<file path="config.mk">
export PLATFORM = sky130hd
export DESIGN_NAME = adc_sample_scheduler
export DESIGN_NICKNAME = d
export VERILOG_FILES = /design/src/rtl/adc_sample_scheduler.sv
export SDC_FILE = /design/constraint.sdc
export NUM_CORES = 1
export LEC_CHECK = 0
export ABC_AREA = 1
export BUFFER_PORTS_ARGS = -buffer_cell sky130_fd_sc_hd__clkbuf_2
export CORE_ASPECT_RATIO = 2
export CORE_MARGIN = 10
export CORE_UTILIZATION = 47
export CTS_CLUSTER_SIZE = 8
export DETAILED_ROUTE_END_ITERATION = 6
export PLACE_DENSITY = 0.68
export SYNTH_ARGS = -nofsm -noshare
export SYNTH_HDL_FRONTEND = slang
export SYNTH_SLANG_ARGS = --single-unit
</file>
<file path="constraint.sdc">
create_clock -name sclk -period 2.8 [get_ports sclk]
set_input_delay 0.28 -clock sclk [delete_from_list [all_inputs] [get_ports sclk]]
set_output_delay 0.28 -clock sclk [all_outputs]
set_load 0.02 [all_outputs]
</file>
<file path="src/rtl/adc_sample_scheduler.sv">
// adc_sample_scheduler
// Sequencer in front of the ADC081C021 single-read I2C driver. It triggers
// reads periodically or on request, averages 2^AVG_LOG2 voltage bytes per
// batch, supervises the driver with a done-timeout and raises sticky
// overrun/timeout flags plus a hysteretic high-level alarm.
module adc_sample_scheduler #(
   parameter int unsigned PERIOD   = 50_000,
   parameter int unsigned AVG_LOG2 = 3,
   parameter int unsigned TIMEOUT  = 10_000,
   parameter logic [7:0]  ALARM_HI = 8'd200,
   parameter logic [7:0]  ALARM_LO = 8'd180
) (
   input  logic       sclk,
   input  logic       rst,
   input  logic       enable,
   input  logic       single_req,
   input  logic       clear_err,
   output logic       adc_trigger,
   input  logic       adc_done,
   input  logic [7:0] adc_voltage,
   output logic [7:0] avg_out,
   output logic       avg_valid,
   output logic       busy,
   output logic       alarm,
   output logic       timeout_err,
   output logic       overrun
);

   localparam int unsigned PW = (PERIOD  > 1) ? $clog2(PERIOD)  : 1;
   localparam int unsigned TW = (TIMEOUT > 1) ? $clog2(TIMEOUT) : 1;
   localparam int unsigned AW = 8 + AVG_LOG2;
   localparam int unsigned CW = AVG_LOG2 + 1;

   localparam logic [PW-1:0] P_LAST = PW'(PERIOD - 1);
   localparam logic [TW-1:0] T_LAST = TW'(TIMEOUT - 1);
   localparam logic [CW-1:0] N_LAST = CW'((1 << AVG_LOG2) - 1);

   typedef enum logic [2:0] {
      IDLE,
      TRIG,
      WAIT,
      ACC,
      DONE
   } state_t;

   state_t        state;
   logic [PW-1:0] pcnt;
   logic [TW-1:0] tcnt;
   logic [CW-1:0] cnt;
   logic [AW-1:0] acc;
   logic [AW-1:0] acc_sum;
   logic [7:0]    cap;
   logic [7:0]    avg_new;
   logic          tick;
   logic          set_tmo;
   logic          set_ovr;

   assign tick = enable && (pcnt == P_LAST);
   assign busy = (state != IDLE);

   // Sum including the sample just captured, and the average it yields.
   // The average is registered on the ACC->DONE edge so avg_out, alarm and
   // avg_valid all change together while the FSM sits in DONE.
   always_comb begin
      acc_sum = acc + AW'(cap);
      avg_new = 8'(acc_sum >> AVG_LOG2);
      set_tmo = (state == WAIT) && !adc_done && (tcnt == T_LAST);
      set_ovr = tick && (state != IDLE);
   end

   // Free-running period counter, parked at 0 while sampling is disabled.
   always_ff @(posedge sclk) begin
      if (rst || !enable)
         pcnt <= '0;
      else if (pcnt == P_LAST)
         pcnt <= '0;
      else
         pcnt <= pcnt + 1'b1;
   end

   // Batch sequencer with registered outputs; the trigger pulse is raised on
   // entry to TRIG so it is high for exactly the TRIG cycle.
   always_ff @(posedge sclk) begin
      if (rst) begin
         state       <= IDLE;
         adc_trigger <= 1'b0;
         avg_valid   <= 1'b0;
         avg_out     <= '0;
         alarm       <= 1'b0;
         timeout_err <= 1'b0;
         overrun     <= 1'b0;
         acc         <= '0;
         cnt         <= '0;
         tcnt        <= '0;
         cap         <= '0;
      end else begin
         timeout_err <= set_tmo | (timeout_err & ~clear_err);
         overrun     <= set_ovr | (overrun & ~clear_err);
         adc_trigger <= 1'b0;
         avg_valid   <= 1'b0;
         case (state)
            IDLE: begin
               if (tick || single_req) begin
                  acc         <= '0;
                  cnt         <= '0;
                  adc_trigger <= 1'b1;
                  state       <= TRIG;
               end
            end
            TRIG: begin
               tcnt  <= '0;
               state <= WAIT;
            end
            WAIT: begin
               if (adc_done) begin
                  cap   <= adc_voltage;
                  state <= ACC;
               end else if (tcnt == T_LAST) begin
                  acc   <= '0;
                  cnt   <= '0;
                  state <= IDLE;
               end else begin
                  tcnt <= tcnt + 1'b1;
               end
            end
            ACC: begin
               acc <= acc_sum;
               cnt <= cnt + 1'b1;
               if (cnt == N_LAST) begin
                  avg_out   <= avg_new;
                  avg_valid <= 1'b1;
                  if (avg_new >= ALARM_HI)
                     alarm <= 1'b1;
                  else if (avg_new <= ALARM_LO)
                     alarm <= 1'b0;
                  state <= DONE;
               end else begin
                  adc_trigger <= 1'b1;
                  state       <= TRIG;
               end
            end
            DONE: begin
               state <= IDLE;
            end
            default: begin
               state <= IDLE;
            end
         endcase
      end
   end

endmodule

</file>
==> run_results.csv <==
group,metric,value,unit
synthesis,ys.flop_type,"dfxtp_1",
outcome,outcome,"complete, no violations",
finish,antenna_cells,0,
synthesis,synthSimpleGateAreaFrac,36.2,%
floorplanning,core_area,7540,um^2
synthesis,synth_xor_area_share,1.70,%
place,portBuffers,27,
floorplanning,rows,45,
power,p_total,2.55,mW
critical_path,timing.critical_path.required,3040,ps
drt,wl_per_cell,13.8,um
synthesis,synth_fp_nets,549,
critical_path,worstSetupEndpointType,"flip-flop",
synthesis,synth-compound-area-share,10.7,%
synthesis,ys_ff_latch,69,
critical_path,crit_type,"flip-flop to flip-flop",
synthesis,yosysTopAreaCell,"dfxtp_1",
drt,antenna_left,0,
timing,slew_headroom,58.9,%
clock_tree,numCtsBuffers,9,
drt,totalWireLength,8980,um
finish,drive_above_1_share,11.6,%
clock_tree,htree_levels,3,
critical_path,cp_max_fo,4,
synthesis,yosys.area_share.adder,4.37,%
global_routing,grt_overflow,0,
timing,hold_viol,0,
timing,max_clock_freq,0.491,GHz
synthesis,seq_area_frac_synth,38.3,%
critical_path,cp_num_buf_inv,2,
power,peakVddDrop,0.000357,V
synthesis,ys_top_cells_by_area,"dfxtp_1 38%, nand2_1 15%, a21oi_1 7.4%",
finish,regArea,1380,um^2
finish,layout.cells.non_filler,652,
finish,syn_to_final_growth,15.3,%
finish,design_area,4160,um^2
critical_path,crit_arrival,2280,ps
timing,fin_ws,762,ps
global_routing,antenna_found_initial,0,
finish,num-nets-final,579,
floorplanning,die_height,144,um
clock_tree,hold_buffers,0,
clock_tree,cts_buffer_depth,2,
place,post-place-cells,636,
floorplanning,ios,28,
floorplanning,dieWidth,81.9,um
synthesis,syn-cell-area,3600,um^2
synthesis,synth_edf_count,0,
place,dpl-instance-area,3830,um^2
drt,drcViolationCount,0,
synthesis,avgSynthCellArea,6.89,um^2
clock_tree,path_clk_slew,60,ps
clock_tree,clock_sinks,69,
run,drv_cap,0,
critical_path,start_kind,"flip-flop",
clock_tree,clock_latency,340,ps
critical_path,crit_top_cell,"nand2_1",
synthesis,synth_top_family_by_area,"simple AND/OR/NAND/NOR gates",
timing,slew_viol_final,0,
timing,tightest_slew,614,ps
drt,via_per_inst,5.29,
power,p_per_area,613,nW/um^2
timing,tns,0,ps
clock_tree,tritoncts,"yes",
timing,fin_crit,2040,ps
clock_tree,cts_root_buffer,"clkbuf_16",
drt,vias,3447,
global_routing,grt_pass1_wl,14800,um
floorplanning,die_area,11800,um^2
synthesis,syn_inst,523,
clock_tree,cts_setup_buffers,0,
synthesis,synth_cell_types,40,
timing,setup_viol,0,
critical_path,slowest_delay,410,ps
critical_path,cp_top_family,"simple AND/OR/NAND/NOR gates",
finish,final_util,55.1,%
timing,fin_crit_sh,72.8,%
finish,fillCellCount,749,
timing,rsz0062_at_grt,"false",
synthesis,async_flop_share,0,%
hold_path,min_path_type,"primary input to flip-flop",
floorplanning,initial_core_util,47.8,%
power,power_leakage,1.75,nW
global_routing,grt_max_degree,37,
synthesis,muxShareOfSynthArea,0,%
finish,multi_input_area,1910,um^2
critical_path,crit_chain,"ha_1 > inv_1 > fa_1 > inv_1 > nand3_1 > nand2_1 > nand2_1 > nand2_1 > nand2_1 > nand2_1 > nand3_1 > a21oi_1 > nor2_1",
global_routing,grt_pass1_vias,3364,
place,hpwl,6850,um
synthesis,yosysWarnings,0,
place,gp_congestion,0.977,
drt,dr.pass1.iters,4,
clock_tree,cts_resized,0,
global_routing,grt_usage,16.1,%
place,dp_slack,798,ps
drt,detail_route.iter0.violations,122,
timing,fin_worst_skew,8.71,ps
synthesis,synth_top_area_share,38.3,%
critical_path,cp_slowest_cell,"fa_1",
timing,holdWs,192,ps
-- state kept, by name (all words and copies together) (netlist names) --
signal and flops:
alarm 1, cnt 4, adc_trigger 1, timeout_err 1, avg_valid 1, tcnt 14
cap 8, avg_out 8, acc 11, pcnt 16, overrun 1, state 3
-- cells in the final DEF, fill, tap and decap left out, types with 2 or more instances in the layout --
cell type	Yosys	layout
a31oi_1	2	2
o21ai_1	2	2
nor3b_1	2	2
ha_1	11	11
or2_1	3	3
clkbuf_16	0	9
o211ai_1	3	3
inv_2	5	5
clkbuf_2	0	27
nor3_1	13	13
nand3b_1	8	8
nor2_8	2	2
nand4_1	16	16
o21ai_2	2	2
nor2_1	35	35
clkinv_4	0	2
a21oi_1	53	53
xor2_1	6	6
nand3_1	50	50
bufinv_16	0	2
buf_4	2	4
inv_1	62	62
o21ai_0	5	5
dfxtp_1	69	69
nand2_1	144	144
nand2_2	2	2
nor4_1	2	2
-- worst paths after layout --
kind | start | slack, ps | cells past startpoint | to
max | acc[0] | 760 | 13 | alarm
min | adc_voltage[7] | 190 | 3 | cap[7]
max reg2reg | acc[0] | 760 | 13 | alarm
min reg2reg | pcnt[0] | 460 | 1 | pcnt[0]
-- report_power, final --
part	internal, mW	total, mW	switching (mW)
Sequential	1.01	1.03	0.0223
Combinational	0.0774	0.286	0.209
Clock	0.783	1.23	0.450
Total	1.87	2.55	0.681
-- worst register-to-register path: cells and delay by family, from the launching register on --
kind | cells | cell delay, ps
buffers and inverters | 2 | 180
adder cells (fa/ha/maj) | 2 | 620
AO/OA/AOI/OAI | 1 | 150
flip-flops | 1 | 330
AND/OR/NAND/NOR | 8 | 670
-- cell type report --
class | instances | share of cell area [%]
multi-input cells | 373 | 45.9
flip-flops and latches | 69 | 33.2
inverters | 69 | 6.29
clock buffers | 9 | 5.42
repair buffers | 31 | 3.97
well taps | 94 | 2.83
clock inverters | 7 | 2.38
-- cell usage after synthesis, types with 3 or more instances --
cell type / n
inv_2: 5
clkbuf_1: 7
nor2_1: 35
xor2_1: 6
or2_1: 3
nor3_1: 13
inv_1: 62
o211ai_1: 3
a21oi_1: 53
nand4_1: 16
nand3_1: 50
nand3b_1: 8
nand2_1: 144
o21ai_0: 5
dfxtp_1: 69
ha_1: 11
-- routing by layer --
metal  up-vias  wire length, um  GRT usage (%)
met5         -                0              0
met4         0              341           9.91
met3        25              204           3.38
met2        41             5270           31.0
met1      1608             3160           14.0
li1       1773                -              -
-- cells by family after synthesis --
kind of cell | count (synthesis)
AO/OA/AOI/OAI | 71
XOR/XNOR | 7
adder cells (fa/ha/maj) | 12
buffers and inverters | 81
flip-flops | 69
AND/OR/NAND/NOR | 283
No activity file was read; power rests on OpenSTA's default activity.
